## config.mk

```make
export PLATFORM = sky130hd
export DESIGN_NAME = id_ex_stage_reg
export DESIGN_NICKNAME = d
export VERILOG_FILES = /design/src/rtl/id_ex_stage_reg_pkg.sv /design/src/rtl/id_ex_stage_reg_load_use_detect.sv /design/src/rtl/id_ex_stage_reg.sv
export SDC_FILE = /design/constraint.sdc
export NUM_CORES = 1
export LEC_CHECK = 0
export CAP_MARGIN = 30
export CORE_MARGIN = 2
export CORE_UTILIZATION = 40
export CTS_CLUSTER_DIAMETER = 80
export DETAILED_ROUTE_END_ITERATION = 10
export PLACE_DENSITY = 0.77
export SYNTH_ARGS = -nofsm -noshare
export SYNTH_HDL_FRONTEND = slang
export SYNTH_SLANG_ARGS = --single-unit
```

## constraint.sdc

```tcl
create_clock -name clk -period 3.4 [get_ports clk]
set_input_delay 0.68 -clock clk [delete_from_list [all_inputs] [get_ports clk]]
set_output_delay 0.68 -clock clk [all_outputs]
set_load 0.01 [all_outputs]
```

## src/rtl/id_ex_stage_reg_pkg.sv

```systemverilog
// Shared pipeline definitions for the dual-lane datapath.
// Holds the register/data widths, the ID/EX stage state encoding, the
// hard-wired zero register index and the lane control bundle that the
// EX/MEM stage reuses.
package id_ex_stage_reg_pkg;

  localparam int REG_W  = 3;
  localparam int DATA_W = 16;

  // Register 0 is hard-wired to zero, so a load targeting it never creates a hazard.
  localparam logic [REG_W-1:0] R0 = 3'd0;

  typedef enum logic [1:0] {
    RUN    = 2'd0,
    BUBBLE = 2'd1,
    HOLD   = 2'd2
  } stage_state_e;

  // Lane-1 (ALU) and lane-2 (load/store) control bits travelling together.
  typedef struct packed {
    logic alu_src_b;
    logic reg_write1;
    logic reg_write2;
    logic mem_read2;
    logic mem_write2;
  } ctrl_t;

endpackage

```

## src/rtl/id_ex_stage_reg_load_use_detect.sv

```systemverilog
// Load-use hazard detector (purely combinational).
// Flags when the load now in ID/EX writes a register that the instruction
// pair in IF/ID actually reads.
// Ports: if_id_* decoded source fields and selects of the waiting pair,
//        id_ex_* lane-2 load information, load_use hazard flag.
module load_use_detect
  import id_ex_stage_reg_pkg::*;
#(
  parameter int AW = id_ex_stage_reg_pkg::REG_W
) (
  input  logic [AW-1:0] if_id_rm_1,
  input  logic [AW-1:0] if_id_rd_11,
  input  logic [AW-1:0] if_id_rd_12,
  input  logic          if_id_alu_src_b,
  input  logic [AW-1:0] if_id_rm_2,
  input  logic [AW-1:0] if_id_rn_2,
  input  logic [AW-1:0] if_id_rd_2,
  input  logic          if_id_mem_write2,
  input  logic          if_id_valid,
  input  logic          id_ex_valid,
  input  logic          id_ex_mem_read2,
  input  logic [AW-1:0] id_ex_rd_2,
  output logic          load_use
);

  logic [AW-1:0] b_src_s;
  logic          match_s;

  // Only the B operand that the ALU mux will really select can cause a hazard.
  assign b_src_s = if_id_alu_src_b ? if_id_rd_12 : if_id_rd_11;

  // A store reads its rd_2 as the data to write, so it counts as a source only for stores.
  assign match_s = (if_id_rm_1 == id_ex_rd_2) |
                   (b_src_s    == id_ex_rd_2) |
                   (if_id_rm_2 == id_ex_rd_2) |
                   (if_id_rn_2 == id_ex_rd_2) |
                   (if_id_mem_write2 & (if_id_rd_2 == id_ex_rd_2));

  assign load_use = id_ex_valid & id_ex_mem_read2 & (id_ex_rd_2 != AW'(R0)) &
                    if_id_valid & match_s;

endmodule

```

## src/rtl/id_ex_stage_reg.sv

```systemverilog
// Dual-lane ID/EX pipeline register with load-use hazard control.
// Lane 1 is ALU, lane 2 is load/store. Inserts one bubble on a load-use
// hazard, holds while data memory is busy and squashes on a taken branch.
// Ports: IF_ID_* fields/controls/operands in, ID_EX_* registered copies out,
//        flush and mem_busy control in, stall (combinational) and a
//        saturating stall_count of bubble-insert cycles out.
module id_ex_stage_reg #(
  parameter int REG_W  = id_ex_stage_reg_pkg::REG_W,
  parameter int DATA_W = id_ex_stage_reg_pkg::DATA_W,
  parameter int CNT_W  = 16
) (
  input  logic              clk,
  input  logic              rst_n,
  input  logic [REG_W-1:0]  IF_ID_rm_1,
  input  logic [REG_W-1:0]  IF_ID_rd_11,
  input  logic [REG_W-1:0]  IF_ID_rd_12,
  input  logic              IF_ID_ALUSrcB,
  input  logic              IF_ID_RegWrite1,
  input  logic [REG_W-1:0]  IF_ID_rm_2,
  input  logic [REG_W-1:0]  IF_ID_rn_2,
  input  logic [REG_W-1:0]  IF_ID_rd_2,
  input  logic              IF_ID_MemRead2,
  input  logic              IF_ID_MemWrite2,
  input  logic              IF_ID_RegWrite2,
  input  logic [DATA_W-1:0] IF_ID_opA1,
  input  logic [DATA_W-1:0] IF_ID_opB1,
  input  logic [DATA_W-1:0] IF_ID_opA2,
  input  logic [DATA_W-1:0] IF_ID_opB2,
  input  logic              IF_ID_valid,
  input  logic              flush,
  input  logic              mem_busy,
  output logic [REG_W-1:0]  ID_EX_rm_1,
  output logic [REG_W-1:0]  ID_EX_rd_11,
  output logic [REG_W-1:0]  ID_EX_rd_12,
  output logic [REG_W-1:0]  ID_EX_rm_2,
  output logic [REG_W-1:0]  ID_EX_rn_2,
  output logic [REG_W-1:0]  ID_EX_rd_2,
  output logic              ID_EX_ALUSrcB,
  output logic              ID_EX_RegWrite1,
  output logic              ID_EX_RegWrite2,
  output logic              ID_EX_MemRead2,
  output logic              ID_EX_MemWrite2,
  output logic [DATA_W-1:0] ID_EX_opA1,
  output logic [DATA_W-1:0] ID_EX_opB1,
  output logic [DATA_W-1:0] ID_EX_opA2,
  output logic [DATA_W-1:0] ID_EX_opB2,
  output logic              ID_EX_valid,
  output logic              stall,
  output logic [CNT_W-1:0]  stall_count
);

  import id_ex_stage_reg_pkg::*;

  typedef enum logic [1:0] {
    LOAD_NORMAL = 2'd0,
    LOAD_BUBBLE = 2'd1,
    LOAD_HOLD   = 2'd2,
    LOAD_ZERO   = 2'd3
  } load_sel_e;

  stage_state_e state_r, next_state_s;
  load_sel_e    load_sel_s;
  logic         stall_s;
  logic         cnt_inc_s;
  logic         load_use_s;
  logic         bubble_s;
  ctrl_t        if_id_ctrl_s;

  assign if_id_ctrl_s = '{alu_src_b:  IF_ID_ALUSrcB,
                          reg_write1: IF_ID_RegWrite1,
                          reg_write2: IF_ID_RegWrite2,
                          mem_read2:  IF_ID_MemRead2,
                          mem_write2: IF_ID_MemWrite2};

  load_use_detect #(.AW(REG_W)) u_load_use_detect (
    .if_id_rm_1      (IF_ID_rm_1),
    .if_id_rd_11     (IF_ID_rd_11),
    .if_id_rd_12     (IF_ID_rd_12),
    .if_id_alu_src_b (if_id_ctrl_s.alu_src_b),
    .if_id_rm_2      (IF_ID_rm_2),
    .if_id_rn_2      (IF_ID_rn_2),
    .if_id_rd_2      (IF_ID_rd_2),
    .if_id_mem_write2(if_id_ctrl_s.mem_write2),
    .if_id_valid     (IF_ID_valid),
    .id_ex_valid     (ID_EX_valid),
    .id_ex_mem_read2 (ID_EX_MemRead2),
    .id_ex_rd_2      (ID_EX_rd_2),
    .load_use        (load_use_s)
  );

  // Next-state, load selection and stall decision: flush > mem_busy > load_use > load.
  always_comb begin
    next_state_s = RUN;
    load_sel_s   = LOAD_NORMAL;
    stall_s      = 1'b0;
    cnt_inc_s    = 1'b0;
    if (flush) begin
      load_sel_s   = LOAD_ZERO;
      next_state_s = RUN;
    end else if (mem_busy) begin
      load_sel_s   = LOAD_HOLD;
      next_state_s = HOLD;
      stall_s      = 1'b1;
    end else begin
      case (state_r)
        BUBBLE: begin
          load_sel_s   = LOAD_NORMAL;
          next_state_s = RUN;
        end
        // Leaving HOLD re-evaluates the hazard in the same cycle, exactly like RUN.
        RUN, HOLD: begin
          if (load_use_s) begin
            load_sel_s   = LOAD_BUBBLE;
            next_state_s = BUBBLE;
            stall_s      = 1'b1;
            cnt_inc_s    = 1'b1;
          end else begin
            load_sel_s   = LOAD_NORMAL;
            next_state_s = RUN;
          end
        end
        default: begin
          load_sel_s   = LOAD_NORMAL;
          next_state_s = RUN;
        end
      endcase
    end
  end

  // Stall is forced low during reset so upstream stages are never frozen by a stale mem_busy.
  assign stall    = rst_n & stall_s;
  assign bubble_s = (load_sel_s == LOAD_BUBBLE);

  // Stage state register.
  always_ff @(posedge clk or negedge rst_n) begin
    if (!rst_n) begin
      state_r <= RUN;
    end else begin
      state_r <= next_state_s;
    end
  end

  // ID/EX pipeline register; a bubble keeps addresses/data so forwarding compares stay harmless.
  always_ff @(posedge clk or negedge rst_n) begin
    if (!rst_n) begin
      {ID_EX_rm_1, ID_EX_rd_11, ID_EX_rd_12, ID_EX_rm_2, ID_EX_rn_2, ID_EX_rd_2} <= '0;
      {ID_EX_ALUSrcB, ID_EX_RegWrite1, ID_EX_RegWrite2}                          <= 3'b000;
      {ID_EX_MemRead2, ID_EX_MemWrite2, ID_EX_valid}                             <= 3'b000;
      {ID_EX_opA1, ID_EX_opB1, ID_EX_opA2, ID_EX_opB2}                           <= '0;
    end else begin
      case (load_sel_s)
        LOAD_ZERO: begin
          {ID_EX_rm_1, ID_EX_rd_11, ID_EX_rd_12, ID_EX_rm_2, ID_EX_rn_2, ID_EX_rd_2} <= '0;
          {ID_EX_ALUSrcB, ID_EX_RegWrite1, ID_EX_RegWrite2}                          <= 3'b000;
          {ID_EX_MemRead2, ID_EX_MemWrite2, ID_EX_valid}                             <= 3'b000;
          {ID_EX_opA1, ID_EX_opB1, ID_EX_opA2, ID_EX_opB2}                           <= '0;
        end
        LOAD_HOLD: begin
          ID_EX_valid <= ID_EX_valid;
        end
        LOAD_NORMAL, LOAD_BUBBLE: begin
          ID_EX_rm_1      <= IF_ID_rm_1;
          ID_EX_rd_11     <= IF_ID_rd_11;
          ID_EX_rd_12     <= IF_ID_rd_12;
          ID_EX_rm_2      <= IF_ID_rm_2;
          ID_EX_rn_2      <= IF_ID_rn_2;
          ID_EX_rd_2      <= IF_ID_rd_2;
          ID_EX_ALUSrcB   <= if_id_ctrl_s.alu_src_b;
          ID_EX_RegWrite1 <= if_id_ctrl_s.reg_write1 & ~bubble_s;
          ID_EX_RegWrite2 <= if_id_ctrl_s.reg_write2 & ~bubble_s;
          ID_EX_MemRead2  <= if_id_ctrl_s.mem_read2  & ~bubble_s;
          ID_EX_MemWrite2 <= if_id_ctrl_s.mem_write2 & ~bubble_s;
          ID_EX_valid     <= IF_ID_valid & ~bubble_s;
          ID_EX_opA1      <= IF_ID_opA1;
          ID_EX_opB1      <= IF_ID_opB1;
          ID_EX_opA2      <= IF_ID_opA2;
          ID_EX_opB2      <= IF_ID_opB2;
        end
        default: begin
          ID_EX_valid <= 1'b0;
        end
      endcase
    end
  end

  // Saturating count of bubble-insert cycles.
  always_ff @(posedge clk or negedge rst_n) begin
    if (!rst_n) begin
      stall_count <= '0;
    end else if (cnt_inc_s && (stall_count != {CNT_W{1'b1}})) begin
      stall_count <= stall_count + CNT_W'(1);
    end else begin
      stall_count <= stall_count;
    end
  end

endmodule

```

==> flow_summary.json <==
{
  "fin_crit_ns": 2.98,
  "clk_latency_ns": 0.34,
  "viasPerCell": 4.87,
  "ys_ff_latch": 105,
  "drt_iter0_drc": 119,
  "vias": 3546,
  "htreeDepth": 3,
  "synth_seq_area_share_pct": 57.3,
  "r2r_slack_ns": 1.30,
  "firstDrtPassIters": 4,
  "clockBufferDepth": 2,
  "report.final.hold_viol_count": 0,
  "setup_violations": 0,
  "synthDistinctLibCells": 31,
  "antenna_cells": 0,
  "synth_flop_cell": "dfrtp_1",
  "drtAntennaViolNets": 0,
  "finalCoreUtilization_pct": 61.5,
  "pwr-share-seq_pct": 47.3,
  "drc": 0,
  "io_pins": 197,
  "cts.clk_slew.worst_paths_ns": 0.07,
  "combPwrFrac_pct": 17.2,
  "switching_share_pct": 24.1,
  "syn_area_um2": 4590,
  "pwr_density_cell_nw_per_um2": 409,
  "worst_pin_slew_ns": 0.894,
  "grt_overflow": 0,
  "p_sw_mw": 0.685,
  "cap_violations": 0,
  "coreArea_um2": 11300,
  "max_stage_delay_ns": 0.51,
  "antenna_found_initial": 0,
  "gp_congestion": 0.819,
  "cp-start-kind": "input pin",
  "die_x_um": 111,
  "post_cts_buffers": 0,
  "syn_avg_cell_area_um2": 11.7,
  "final_common_cell": "clkdlybuf4s50_1",
  "grt_pass1_wl_um": 19200,
  "grt_pass1_vias": 3758,
  "grtUsageTotal_pct": 19.2,
  "fp.dieH_um": 111,
  "initial_core_util_pct": 40.5,
  "synth-edff-count": 0,
  "syn-num-nets": 484,
  "slew_headroom_pct": 40.4,
  "pwr-share-clk_pct": 35.5,
  "path_cells": "clkdlybuf4s50_1 > xor2_1 > o31ai_2 > nor4_4 > o21bai_1 > and3b_1 > dlymetal6s2s_1",
  "placement.io_buffers": 196,
  "min_period_over_period_pct": 87.7,
  "yosys_warnings": 0,
  "worst-endpoint-arrival_ns": 2.30,
  "required_ns": 2.72,
  "final_cell_mix": "clkdlybuf4s50_1, dfrtp_1, nor2_1",
  "layout-drive-gt1-share_pct": 5.30,
  "crit_family": "buffers and inverters",
  "grt_max_degree": 86,
  "totalPowerFinal_mw": 2.85,
  "synthToLayoutAreaGrowth_pct": 51.9,
  "layout.nets": 673,
  "cts_tree": "built",
  "avgRoutedWirePerCell_um": 16.1,
  "rsz0062_at_grt": "no",
  "skew_ns": 0.00459,
  "leakagePower_nw": 3.31,
  "p_int_mw": 2.16,
  "dieArea_um2": 12300,
  "synthCells": 391,
  "slowest_stage": "clkdlybuf4s50_1",
  "cts_buffers": 9,
  "r2r-start": "stall_count[0]",
  "outcome": "completed",
  "hold_path_class": "in2async",
  "rows": 39,
  "ir_drop_v": 0.000340,
  "setup_tns_ns": 0,
  "crit_type": "in2out",
  "drv_slew": 0,
  "cts_root_buffer": "clkbuf_16",
  "cts_sinks": 105,
  "hpwlAfterDp_um": 8390,
  "r2r_cells": 7,
  "async_flop_share_pct": 100,
  "rr_endpoint": "stall_count[1]",
  "cp-end-kind": "output pin",
  "fmax_mhz": 335,
  "cp_max_fo": 2,
  "critical_path_buf_inv_count": 2,
  "routed_wl_um": 11700
}
## cell usage after synthesis (3+ instances only)
master,n,area [um^2]
mux2i_1,87,871
buf_1,5,18.8
buf_6,3,33.8
buf_2,6,30.0
dfrtp_1,105,2630
nand4_1,4,25.0
nand3_1,5,25.0
xnor2_1,7,61.3
nor3_1,7,35.0
clkbuf_1,10,37.5
nor4_1,4,25.0
xor2_1,22,193
a22o_1,5,43.8
nand2_1,7,26.3
nor2_1,91,342
## registers in the layout (all words and copies together), names as in the netlist, 16 cells and up
register	flops
ID_EX_opA1	16
ID_EX_opB1	16
ID_EX_opB2	16
ID_EX_opA2	16
stall_count	16
## layout make-up
| cell class | instances | area [um^2] |
|---|---|---|
| multi-input combinational | 259 | 1830 |
| clock inverter | 2 | 10.0 |
| tap | 143 | 179 |
| sequential | 105 | 2630 |
| fill | 957 | 4350 |
| inverter | 2 | 7.51 |
| clock buffer | 14 | 284 |
| timing repair buffer | 203 | 2030 |
## power by group through the flow
| stage | clock network [mW] | registers [mW] | logic [mW] |
|---|---|---|---|
| 2_1_floorplan | 0 | 1.39 | 0.178 |
| 5_1_grt | 1.09 | 1.35 | 0.530 |
| 3_5_place_dp | 0 | 1.37 | 0.491 |
| 6_report | 1.01 | 1.35 | 0.490 |
| 3_3_place_gp | 0 | 1.37 | 0.483 |
| 4_1_cts | 1.03 | 1.35 | 0.493 |
## per-stage QoR
step	hold slack, ns	instances	instance area, um^2	setup WS [ns]
global placement	0.493	711	6640	-0.103
finish	0.402	728	6970	0.417
floorplan	0.384	391	4590	0.846
CTS	0.418	727	6930	0.0544
detailed placement	0.495	711	6640	-0.103
global route	0.436	728	6970	0.267
## per-layer routing
layer / track usage, % / routed length [um] / part of all wire, %
met4: 7.08 / 261 / 2.2
met2: 32.2 / 5870 / 50
met5: 0 / 0 / 0
met1: 25.2 / 5130 / 44
met3: 3.28 / 486 / 4.1
## worst max path at each step
stage                         from     to  slack (ns)  cells after the start
floorplan            IF_ID_rd_2[0]  stall        0.85                      7
global placement     IF_ID_ALUSrcB  stall       -0.10                      8
detailed placement   IF_ID_ALUSrcB  stall       -0.10                      8
CTS                 IF_ID_rd_12[0]  stall        0.05                      8
global route         IF_ID_rn_2[0]  stall        0.27                      7
finish               IF_ID_rn_2[1]  stall        0.42                      7
## cell families after synthesis
group / count (synthesis) / share of synthesized area [%]
DFF: 105 / 57.3
muxes: 88 / 19.2
and+or+nand+nor: 132 / 13.1
adders and majority gates: 1 / 0.273
AOI/OAI and AO/OA: 9 / 1.61
xor gates and xnor gates: 29 / 5.54
buffers and inverters: 27 / 2.95
## timing repair
action,CTS,global route
pin swaps,1,0
setup endpoints to repair,1,1
hold buffers,0,0
resized for setup,1,3
Note: power is estimated with default switching activity, not from simulation.
